### src/rtl/psum_accumulator.sv
// Packet accumulator for signed partial products, using the truncating approximate add.
// Define SATURATE_EN to clamp on signed overflow and report it on out_ovf; otherwise the sum wraps.
module psum_accumulator #(
  parameter int IN_W       = 16,
  parameter int ACC_W      = 24,
  parameter int IGNORE_BIT = 0,
  parameter int MAX_LEN    = 256,
  localparam int CNT_W     = $clog2(MAX_LEN + 1)
) (
  input  logic             clk,
  input  logic             rst_n,
  input  logic             in_valid,
  output logic             in_ready,
  input  logic [IN_W-1:0]  in_data,
  input  logic             in_last,
  output logic             out_valid,
  input  logic             out_ready,
  output logic [ACC_W-1:0] out_data,
  output logic [CNT_W-1:0] out_len,
  output logic             out_err,
  output logic             out_ovf
);

  typedef enum logic [1:0] {ST_IDLE, ST_ACC, ST_OUT} state_t;

  localparam logic [ACC_W-1:0] LSB_MASK = ~({ACC_W{1'b1}} << IGNORE_BIT);
  localparam logic [CNT_W-1:0] LAST_CNT = CNT_W'(MAX_LEN - 1);

  state_t             r_state;
  logic [ACC_W-1:0]   r_acc;
  logic [CNT_W-1:0]   r_cnt;
  logic               r_pkt_ovf;
  logic               r_in_ready;
  logic               r_out_valid;
  logic [ACC_W-1:0]   r_out_data;
  logic [CNT_W-1:0]   r_out_len;
  logic               r_out_err;
  logic               r_out_ovf;

  logic               w_idle;
  logic               w_beat;
  logic [ACC_W-1:0]   w_a;
  logic [ACC_W-1:0]   w_b;
  logic [ACC_W-1:0]   w_af;
  logic [ACC_W-1:0]   w_bf;
  logic [ACC_W-1:0]   w_sum;
  logic [ACC_W-1:0]   w_next;
  logic               w_add_ovf;
  logic               w_pkt_ovf;
  logic [CNT_W-1:0]   w_cnt_base;
  logic [CNT_W-1:0]   w_cnt_nxt;
  logic               w_close;

  assign w_idle = (r_state == ST_IDLE);
  assign w_beat = in_valid && r_in_ready;

  // First beat of a packet adds onto a zero operand, which still gets its LSBs forced high.
  assign w_a   = w_idle ? '0 : r_acc;
  assign w_b   = ACC_W'($signed(in_data));
  assign w_af  = w_a | LSB_MASK;
  assign w_bf  = w_b & ~LSB_MASK;
  assign w_sum = w_af + w_bf;

`ifdef SATURATE_EN
  assign w_add_ovf = (w_af[ACC_W-1] == w_bf[ACC_W-1]) && (w_sum[ACC_W-1] != w_af[ACC_W-1]);
  assign w_next    = !w_add_ovf     ? w_sum :
                     w_af[ACC_W-1]  ? {1'b1, {(ACC_W-1){1'b0}}} :
                                      {1'b0, {(ACC_W-1){1'b1}}};
`else
  assign w_add_ovf = 1'b0;
  assign w_next    = w_sum;
`endif

  assign w_pkt_ovf  = (!w_idle && r_pkt_ovf) || w_add_ovf;
  assign w_cnt_base = w_idle ? '0 : r_cnt;
  assign w_cnt_nxt  = w_cnt_base + CNT_W'(1);
  assign w_close    = in_last || (w_cnt_base == LAST_CNT);

  always_ff @(posedge clk or negedge rst_n) begin
    if (!rst_n) begin
      r_state     <= ST_IDLE;
      r_acc       <= '0;
      r_cnt       <= '0;
      r_pkt_ovf   <= 1'b0;
      r_in_ready  <= 1'b1;
      r_out_valid <= 1'b0;
      r_out_data  <= '0;
      r_out_len   <= '0;
      r_out_err   <= 1'b0;
      r_out_ovf   <= 1'b0;
    end else begin
      case (r_state)
        ST_IDLE, ST_ACC: begin
          if (w_beat) begin
            r_acc     <= w_next;
            r_cnt     <= w_cnt_nxt;
            r_pkt_ovf <= w_pkt_ovf;
            if (w_close) begin
              r_state     <= ST_OUT;
              r_in_ready  <= 1'b0;
              r_out_valid <= 1'b1;
              r_out_data  <= w_next;
              r_out_len   <= w_cnt_nxt;
              r_out_err   <= !in_last;
              r_out_ovf   <= w_pkt_ovf;
            end else begin
              r_state <= ST_ACC;
            end
          end
        end
        ST_OUT: begin
          if (out_ready) begin
            r_state     <= ST_IDLE;
            r_acc       <= '0;
            r_cnt       <= '0;
            r_pkt_ovf   <= 1'b0;
            r_in_ready  <= 1'b1;
            r_out_valid <= 1'b0;
            r_out_data  <= '0;
            r_out_len   <= '0;
            r_out_err   <= 1'b0;
            r_out_ovf   <= 1'b0;
          end
        end
        default: begin
          r_state    <= ST_IDLE;
          r_in_ready <= 1'b1;
        end
      endcase
    end
  end

  assign in_ready  = r_in_ready;
  assign out_valid = r_out_valid;
  assign out_data  = r_out_data;
  assign out_len   = r_out_len;
  assign out_err   = r_out_err;
  assign out_ovf   = r_out_ovf;

endmodule

### config.mk
export PLATFORM = sky130hd
export DESIGN_NAME = psum_accumulator
export DESIGN_NICKNAME = d
export VERILOG_FILES = /design/src/rtl/psum_accumulator.sv
export SDC_FILE = /design/constraint.sdc
export NUM_CORES = 1
export LEC_CHECK = 0
export CAP_MARGIN = 5
export CORE_MARGIN = 1
export CORE_UTILIZATION = 60
export CTS_CLUSTER_SIZE = 24
export DETAILED_ROUTE_END_ITERATION = 8
export PLACE_DENSITY = 0.91
export SLEW_MARGIN = 20
export SYNTH_ARGS = -nofsm -noshare
export SYNTH_HDL_FRONTEND = slang
export SYNTH_SLANG_ARGS = --single-unit
### constraint.sdc
create_clock -name clk -period 9 [get_ports clk]
set_input_delay 1.8 -clock clk [delete_from_list [all_inputs] [get_ports clk]]
set_output_delay 1.8 -clock clk [all_outputs]
set_load 0.03 [all_outputs]
==> reports/summary.txt, run 1 <==
CTS Hold Bufs: 0
Largest family of logic cells by synthesized area: compound AO/OA/AOI/OAI gates
Path depth of the worst reg2reg path: 9
Maximum capacitance violations: 0
P_sw: 0.830 mW
Overall power: 1.79 mW
Synth Area in Adders: 7.32%
ANT nets after route: 0
Via count: 4,128
Post-synth EDFFs: 0
Vias in the first global route: 4,091
GRT Total Usage: 31.2%
Sequential share of power: 29.9%
Final Core Density: 73.1%
Layout net count: 596
Largest cells by area after synthesis: dfrtp_1 (40%), nand2_1 (7.5%), ha_1 (6.9%)
DRC viols: 0
Biggest cell delay along the critical path: 630 ps
Crit Path Max Fanout: 10
Setup TNS: 0 ps
Main synth FF type: dfrtp_1
Worst R2R End: out_data[6]$_DFFE_PN0P_
Switching share of power: 46.3%
Depth of the CTS H-tree: 3
Xor/xnor share of the synthesized area: 3.66%
Hold Path Class: reg -> reg
Period utilization: 46.4%
Final setup fails: 0
GPL Wtd Cong: 0.939
Final Max Tran Viols: 0
Share of cells above drive strength 1: 6.50%
Most frequent cells in the layout: nand2_1 (91), dfrtp_1 (72), clkdlybuf4s50_1 (56)
CTS root buffer: clkbuf_8
Pint: 0.964 mW
Fmax: 0.239 GHz
Synth Area in Compound Gates: 23.5%
Worst r2r src: r_state[0]$_DFFE_PN0P_
Core area: 7290 um2
Yosys top cell area share: 39.6%
Worst Setup SP: in_data[15]
Post-DR wirelength/cell: 17.7 um
Die W: 89.0 um
Post-CTS sizing: 0
Final wirelength: 11.6 mm
Initial Utilization: 62.3%
Clk_lat worst skew: 360 ps
Seq/Total Area, Yosys: 40.2%
TritonCTS clock tree: built
Via/cell ratio: 6.32
Worst slew margin: 39.3%
Bufs on Longest Clock Path: 2
Req. time, crit path: 9220 ps
Crit-path cells: clkdlybuf4s50_1, ha_1, a21oi_1, o21ai_0, a311oi_1, nor3_1, a221oi_1, o211ai_1
Die H: 89.0 um
PD cells: 336 nW/um2
Worst setup margin: 4820 ps
#FFs+latches synth: 73
Maximum VDD drop: 0.169 mV
Fin crit period: 4180 ps
Clock share of power: 14.3%
Site row count: 31
Post-Synth Simple-Gate Area: 20.3%
Critical path class: in -> reg
Worst Tran Pin Value: 911 ps
Setup crit end: out_data[22]$_DFFE_PN0P_
Total gr overflow: 0
Mean Syn Cell Area: 9.03 um2
Worst path slowest cell: clkdlybuf4s50_1
Distinct cell type count after synthesis: 59
Crit path DAT: 4400 ps
Async SR Flop Fraction: 100%
Initial DRC count: 255
Leading cell type in the layout, fill and taps excluded: nand2_1
Post-CTS Setup Inserts: 0
Initial DRT Pass Iterations: 5
Number of synthesis warnings: 0
First-pass GRT wire length: 18.9 mm
Unrepaired setup endpoints after global routing: no
Lkg Pwr: 2.36 nW
Syn_nets: 550
Clock slew at reported path FFs: 80 ps
Sink Count: 73
Area grow syn2layout: 17.3%
Largest area contributor in the netlist: dfrtp_1
Comb power frac: 55.7%
Ports: 58
Clk_skew: 9.91 ps
Largest net degree at the start of global routing: 74
Status: finished clean
Startpoint class of the critical path: input port
Port bufs: 57
HPWL Detailed: 7.97 mm
CTS buffer count: 9
Mapped Area: 4540 um2
Die area: 7930 um2
Mux cell area share after synthesis: 1.40%
DP Worst Slack: 4500 ps
Initial antenna violation count: 0
R2r setup slk: 5160 ps
Hold Vio Cnt, Final: 0
Diode count: 0
Syn Inst Count: 503
Crit path capture type: flop
## power groups by stage
stage          logic (mW)  registers, mW  clock network (mW)
5_1_grt              1.09          0.550               0.272
3_5_place_dp        0.978          0.539                   0
2_1_floorplan       0.596          0.631                   0
4_1_cts             0.990          0.534               0.255
3_3_place_gp        0.947          0.532                   0
6_report             1.00          0.537               0.257
## per-layer routing
layer | track usage [%] | up-vias | routed length [um]
met5 | 0 | - | 0
met2 | 53.1 | 171 | 5620
li1 | - | 1914 | -
met4 | 12.1 | 0 | 299
met1 | 39.2 | 2008 | 4890
met3 | 6.37 | 35 | 770
## layout make-up
cell class	instances	area [um2]
multi-input cells	399	2580
fillers	577	1960
flip-flops and latches	73	1830
repair buffers	60	588
clock buffers	11	131
well taps	99	124
clock inverters	5	56.3
inverters	6	22.5
## worst min-delay path by stage
stage | start | to | slack, ps | depth (start not counted)
floorplan | r_acc[12]$_DFFE_PN0P_ | r_acc[12]$_DFFE_PN0P_ | 440 | 2
global placement | r_acc[18]$_DFFE_PN0P_ | r_acc[18]$_DFFE_PN0P_ | 450 | 2
detailed placement | r_acc[9]$_DFFE_PN0P_ | r_acc[9]$_DFFE_PN0P_ | 470 | 2
CTS | r_acc[9]$_DFFE_PN0P_ | r_acc[9]$_DFFE_PN0P_ | 480 | 2
global route | r_cnt[8]$_DFFE_PN0P_ | r_cnt[8]$_DFFE_PN0P_ | 500 | 2
finish | out_data[5]$_DFFE_PN0P_ | out_data[5]$_DFFE_PN0P_ | 480 | 2
## Yosys cell counts, types with 7 or more instances
| library cell | number |
|---|---|
| a21o_1 | 7 |
| a21oi_1 | 22 |
| a22o_1 | 12 |
| a32o_1 | 9 |
| and2_1 | 26 |
| buf_2 | 10 |
| clkbuf_1 | 8 |
| dfrtp_1 | 72 |
| ha_1 | 25 |
| nand2_1 | 91 |
| nand3_1 | 10 |
| nor2_1 | 22 |
| nor3_1 | 13 |
| o21ai_0 | 46 |
| o31ai_1 | 10 |
| xnor2_1 | 10 |
| xor2_1 | 9 |
## critical path, delay by kind of cell
kind                     cells  cell delay, ps
AND/OR/NAND/NOR              1             100
adder cells (fa/ha/maj)      1             530
buffers and inverters        1             630
AO/OA/AOI/OAI                5            1340
## metrics by stage
stage	instances	cell area, um2	hold WS, ps
2_1_floorplan	503	4540	440
3_3_place_gp	637	5140	455
3_5_place_dp	637	5140	466
4_1_cts	653	5330	484
5_1_grt	653	5330	505
6_report	653	5330	480
## state kept, by name, indices dropped and copies added (netlist names)
signal and flops:
out_valid 1, out_ovf 1, out_err 1, out_data 24, in_ready 1, r_acc 24, r_pkt_ovf 1, out_len 9
r_state 2, r_cnt 9
## cell families after synthesis
kind of cell | after synthesis
AOI/OAI and AO/OA | 152
xor gates and xnor gates | 19
adders and majority gates | 26
buffers and inverters | 31
DFF | 73
muxes | 6
and+or+nand+nor | 196
(Power assumes the default switching activity.)
==> run 2, diff against run 1 <==
Settings changed: CORE_UTILIZATION 60 to 51, PLACE_DENSITY 0.91 to 0.82.
Clock period 9 ns to 3.8 ns, I/O delays scaled along.
==> reports/summary.txt, run 2 (synthesis gave the netlist of run 1 again) <==
Status: finished clean (unchanged)
Startpoint class of the critical path: flop (was input port)
Critical path class: reg -> reg (was in -> reg)
Worst path slowest cell: or2_2 (was clkdlybuf4s50_1)
Die W: 96.4 um (was 89.0 um)
Unrepaired setup endpoints after global routing: no (unchanged)
Setup TNS: 0 ps (unchanged)
Register area: 1830 um2 (unchanged)
Comb power frac: 55.3% (was 55.7%)
TritonCTS clock tree: built (unchanged)
Die H: 96.4 um (was 89.0 um)
Lkg Pwr: 2.41 nW (was 2.36 nW)
Initial antenna violation count: 0 (unchanged)
Maximum VDD drop: 0.332 mV (was 0.169 mV)
Crit-path cells: or2_2, and2_1, ha_1, fa_1, a21oi_1, o211ai_1, and2_1, o21a_1, or3_1, a32o_1 (was clkdlybuf4s50_1, ha_1, a21oi_1, o21ai_0, a311oi_1, nor3_1, a221oi_1, o211ai_1)
Multi-input gate area: 2580 um2 (about the same)
HPWL Detailed: 8.32 mm (was 7.97 mm)
Sink Count: 73 (unchanged)
Most frequent cells in the layout: nand2_1 (91), dfrtp_1 (72), clkdlybuf4s50_1 (56) (unchanged)
Most common cell on crit path: and2_1
Crit path DAT: 3770 ps (was 4400 ps)
Worst slew margin: 48.9% (was 39.3%)
Share of cells above drive strength 1: 7.83% (was 6.50%)
Initial DRT Pass Iterations: 5 (unchanged)
Crit path capture type: flop (unchanged)
Final wirelength: 11.4 mm (was 11.6 mm)
Sequential share of power: 28.8% (was 29.9%)
Total gr overflow: 0 (unchanged)
PD cells: 795 nW/um2 (was 336 nW/um2)
Clock share of power: 15.9% (was 14.3%)
Port bufs: 57 (unchanged)
ANT nets after route: 0 (unchanged)
Post-CTS Setup Inserts: 0 (unchanged)
Hold Vio Cnt, Final: 0 (unchanged)
Met2 Use GR: 44.8% (was 53.1%)
P_sw: 1.94 mW (was 0.830 mW)
Hold Path Class: in -> async (was reg -> reg)
Bufs on Longest Clock Path: 2 (unchanged)
Switching share of power: 44.9% (was 46.3%)
Path depth of the worst reg2reg path: 10 (was 9)
Overall power: 4.33 mW (was 1.79 mW)
Layout net count: 604 (was 596)
Die area: 9290 um2 (was 7930 um2)
Diode count: 0 (unchanged)
Largest net degree at the start of global routing: 50 (was 74)
Clk_lat worst skew: 350 ps (was 360 ps)
Biggest cell delay along the critical path: 580 ps (was 630 ps)
Depth of the CTS H-tree: 3 (unchanged)
Leading cell type in the layout, fill and taps excluded: nand2_1 (unchanged)
Post-DR wirelength/cell: 17.0 um (was 17.7 um)
Final setup fails: 0 (unchanged)
Fill cells: 750 (was 577)
Pint: 2.39 mW (was 0.964 mW)
Via count: 4,043 (was 4,128)
First-pass GRT wire length: 18.8 mm (was 18.9 mm)
R2r setup slk: 270 ps (was 5160 ps)
GRT Total Usage: 26.5% (was 31.2%)
Fmax: 0.284 GHz
Fin crit period: 3530 ps
Busiest grt layer: met2 (unchanged)
Crit Path Max Fanout: 31 (was 10)
Met3 GRT Util: 3.36% (was 6.37%)
Worst r2r src: r_state[1]$_DFFE_PN0P_ (was r_state[0]$_DFFE_PN0P_)
Maximum capacitance violations: 0 (unchanged)
CTS buffer count: 9 (unchanged)
Initial Utilization: 52.4% (was 62.3%)
CTS root buffer: clkbuf_8 (unchanged)
Initial DRC count: 188 (was 255)
Final Max Tran Viols: 0 (unchanged)
Clock slew at reported path FFs: 80 ps (about the same)
Core area: 8680 um2 (was 7290 um2)
Site row count: 34 (was 31)
Post-CTS sizing: 0 (unchanged)
Area grow syn2layout: 19.8% (was 17.3%)
Req. time, crit path: 4040 ps (was 9220 ps)
Vias in the first global route: 3,961 (was 4,091)
DRC viols: 0 (unchanged)
Via/cell ratio: 6.03 (was 6.32)
Ports: 58 (unchanged)
Clk_skew: 7.85 ps (was 9.91 ps)
Worst R2R End: r_acc[8]$_DFFE_PN0P_ (was out_data[6]$_DFFE_PN0P_)
Worst Tran Pin Value: 765 ps (was 911 ps)
Period utilization: 92.8%
Grt met1 use: 35.1% (was 39.2%)
CTS Hold Bufs: 0 (unchanged)
GPL Wtd Cong: 0.950 (was 0.939)
==> run 2: final cells by class <==
cell class / count / share of cell area [%]
multi-input cells: 399 / 47.4
well taps: 108 / 2.48
inverters: 6 / 0.414
flip-flops and latches: 73 / 33.6
clock inverters: 6 / 1.70
clock buffers: 10 / 2.34
repair buffers: 68 / 12.1
==> run 2: worst max path at each step <==
stage | from | endpoint | slack [ps] | depth (start not counted)
4_1_cts | r_state[1]$_DFFE_PN0P_ | r_acc[8]$_DFFE_PN0P_ | 320 | 10
3_5_place_dp | in_data[15] | out_data[22]$_DFFE_PN0P_ | 310 | 8
6_report | r_state[1]$_DFFE_PN0P_ | r_acc[8]$_DFFE_PN0P_ | 270 | 10
5_1_grt | r_state[1]$_DFFE_PN0P_ | r_acc[8]$_DFFE_PN0P_ | 150 | 10
3_3_place_gp | r_state[1]$_DFFE_PN0P_ | r_acc[8]$_DFFE_PN0P_ | 440 | 10
2_1_floorplan | r_state[1]$_DFFE_PN0P_ | r_acc[8]$_DFFE_PN0P_ | 520 | 13
==> run 2: per-stage QoR <==
step	utilization, %	instance area [um2]	setup WS [ps]	hold slack, ps	instances
2_1_floorplan	-	4540	519	440	503
3_3_place_gp	60.2	5230	442	456	654
3_5_place_dp	60.2	5230	308	464	654
4_1_cts	62.7	5450	319	416	670
5_1_grt	62.7	5450	150	443	670
6_report	62.7	5450	273	406	670
==> run 2: critical path: cells and delay by family, from the launching register on <==
| kind | cells | cell delay, ps |
|---|---|---|
| AND/OR/NAND/NOR | 4 | 1390 |
| AO/OA/AOI/OAI | 4 | 880 |
| adder cells (fa/ha/maj) | 2 | 630 |
| flip-flops | 1 | 500 |
==> run 2: per-layer routing <==
metal / wire length (um) / part of all wire, %
met3: 425 / 3.7
met2: 5520 / 49
met4: 263 / 2.3
met5: 0 / 0
met1: 5160 / 45
==> run 2: power by group through the flow <==
stage               combinational [mW]  clock, mW  sequential [mW]
detailed placement                2.37          0             1.26
finish                            2.39      0.690             1.25
global placement                  2.32          0             1.25
global route                      2.62      0.736             1.28
floorplan                         1.41          0             1.50
CTS                               2.39      0.704             1.25
==> run 3, diff against run 2 <==
Settings changed: CELL_PAD_IN_SITES_DETAIL_PLACEMENT set to 0, CELL_PAD_IN_SITES_GLOBAL_PLACEMENT set to 2, CORE_UTILIZATION 51 to 31, PLACE_DENSITY 0.82 to not set, PLACE_DENSITY_LB_ADDON set to 0.1, SETUP_SLACK_MARGIN set to 0.4.
==> reports/summary.txt, run 3 (synthesis gave the netlist of run 1 again) <==
Hold Path Class: in -> async (unchanged)
Port bufs: 57 (unchanged)
Number of non-filler instances in the completed layout: 744 (was 670)
Die area: 15,100 um2 (was 9290 um2)
Crit path DAT: 3330 ps (was 3770 ps)
Final instance area: 5670 um2 (was 5450 um2)
Die H: 123 um (was 96.4 um)
DRC viols: 0 (unchanged)
Initial DRC count: 172 (was 188)
Layout net count: 606 (was 604)
Share of cells above drive strength 1: 8.51% (was 7.83%)
Worst Setup SP: in_data[15] (was r_state[1]$_DFFE_PN0P_)
Vias in the first global route: 3,949 (was 3,961)
Sequential share of power: 27.1% (was 28.8%)
ANT nets after route: 0 (unchanged)
Diode count: 0 (unchanged)
TritonCTS clock tree: built (unchanged)
Startpoint class of the critical path: input port (was flop)
Clk_lat worst skew: 350 ps (about the same)
Fin crit period: 3100 ps (was 3530 ps)
Period utilization: 81.7% (was 92.8%)
Worst hold slack: 334 ps (was 406 ps)
Maximum capacitance violations: 0 (unchanged)
DP Worst Slack: 311 ps (was 308 ps)
Most frequent cells in the layout: nand2_1 (91), dfrtp_1 (72), clkdlybuf4s50_1 (56) (unchanged)
Site row count: 43 (was 34)
Leading cell type in the layout, fill and taps excluded: nand2_1 (unchanged)
Req. time, crit path: 4030 ps (was 4040 ps)
Worst r2r src: r_state[1]$_DFFE_PN0P_ (unchanged)
Placed cell area: 5330 um2 (was 5230 um2)
Die W: 123 um (was 96.4 um)
Core area: 14,100 um2 (was 8680 um2)
Comb power frac: 53.7% (was 55.3%)
Ports: 58 (unchanged)
Clock share of power: 19.1% (was 15.9%)
Setup TNS: 0 ps (unchanged)
Worst setup margin: 695 ps (was 273 ps)
Placed Cells: 727 (was 654)
Pint: 2.57 mW (was 2.39 mW)
Via/cell ratio: 5.22 (was 6.03)
Sink Count: 73 (unchanged)
Post-CTS Setup Inserts: 0 (unchanged)
Maximum VDD drop: 0.278 mV (was 0.332 mV)
Hold Vio Cnt, Final: 0 (unchanged)
Via count: 3,887 (was 4,043)
Clock slew at reported path FFs: 60 ps (was 80 ps)
Initial antenna violation count: 0 (unchanged)
Unrepaired setup endpoints after global routing: no (unchanged)
Bufs on Longest Clock Path: 2 (unchanged)
Initial Utilization: 32.2% (was 52.4%)
Overall power: 4.56 mW (was 4.33 mW)
Status: finished clean (unchanged)
GRT Total Usage: 18.5% (was 26.5%)
Total gr overflow: 0 (unchanged)
Clk_skew: 8.00 ps (was 7.85 ps)
HPWL Detailed: 9.14 mm (was 8.32 mm)
CTS buffer count: 9 (unchanged)
GPL Wtd Cong: 0.839 (was 0.950)
Lkg Pwr: 2.47 nW (was 2.41 nW)
Worst Tran Pin Value: 627 ps (was 765 ps)
Critical path class: in -> reg (was reg -> reg)
CTS root buffer: clkbuf_16 (was clkbuf_8)
Depth of the CTS H-tree: 3 (unchanged)
Final Max Tran Viols: 0 (unchanged)
Final Core Density: 40.2% (was 62.7%)
Switching share of power: 43.8% (was 44.9%)
Fmax: 0.322 GHz (was 0.284 GHz)
CTS Hold Bufs: 0 (unchanged)
Final setup fails: 0 (unchanged)
Post-DR wirelength/cell: 17.4 um (was 17.0 um)
Crit path capture type: flop (unchanged)
Worst slew margin: 58.2% (was 48.9%)
Initial DRT Pass Iterations: 4 (was 5)
Largest net degree at the start of global routing: 74 (was 50)
Crit Path Max Fanout: 10 (was 31)
Final wirelength: 12.9 mm (was 11.4 mm)
P_sw: 2.00 mW (was 1.94 mW)
PD cells: 806 nW/um2 (was 795 nW/um2)
First-pass GRT wire length: 20.8 mm (was 18.8 mm)
Area grow syn2layout: 24.7% (was 19.8%)
## run 3: changes by cell type in the layout (fill, tap and decap cells not counted), moves of 2 or more
| cell | previous run | this run |
|---|---|---|
| clkbuf_16 | 0 | 9 |
| clkbuf_8 | 9 | 1 |
| buf_4 | 10 | 12 |
| clkbuf_1 | 1 | 3 |
## run 3: worst paths after layout
kind / slack (ps) / end / cells after the start
worst min-delay path: 330 / out_data[3]$_DFFE_PN0P_ / 1
worst max register to register: 710 / r_acc[8]$_DFFE_PN0P_ / 10
worst min register to register: 470 / r_acc[2]$_DFFE_PN0P_ / 2
min in group clk: 470 / r_acc[2]$_DFFE_PN0P_ / 2
max in group asynchronous: 2830 / in_ready$_DFFE_PN1P_ / 2
worst max-delay path: 700 / r_acc[21]$_DFFE_PN0P_ / 8
## run 3: area by class of cell
| type | count | area (um2) |
|---|---|---|
| Clock buffer | 13 | 250 |
| Clock inverter | 3 | 42.5 |
| Fill cell | 1425 | 8430 |
| Inverter | 6 | 22.5 |
| Multi-Input combinational cell | 399 | 2600 |
| Sequential cell | 73 | 1830 |
| Tap cell | 180 | 225 |
| Timing Repair Buffer | 70 | 698 |
## run 3: per-layer routing
| layer | vias up | track usage, % | part of all wire [%] |
|---|---|---|---|
| met5 | - | 0 | 0 |
| met4 | 0 | 6.93 | 1.5 |
| met3 | 14 | 3.78 | 3.2 |
| met2 | 69 | 32.0 | 49 |
| met1 | 1864 | 22.5 | 47 |
| li1 | 1940 | - | - |
## run 3: power groups by stage
stage	combinational, mW	sequential (mW)	clock, mW
floorplan	1.41	1.50	0
global placement	2.45	1.25	0
detailed placement	2.46	1.25	0
CTS	2.47	1.24	0.900
global route	2.73	1.28	0.932
finish	2.45	1.24	0.873
## run 3: repair_timing
action                     CTS  global route
gates resized for setup      0             5
hold endpoints to repair     0             0
setup endpoints to repair    0             9
## run 3: worst max-delay path: stages
cell and delay, ps:
clkdlybuf4s50_1 640, ha_1 520, nand4_1 280, nor2_1 110
nor2_1 100, o21ai_0 110, or4_1 520, a32o_1 280
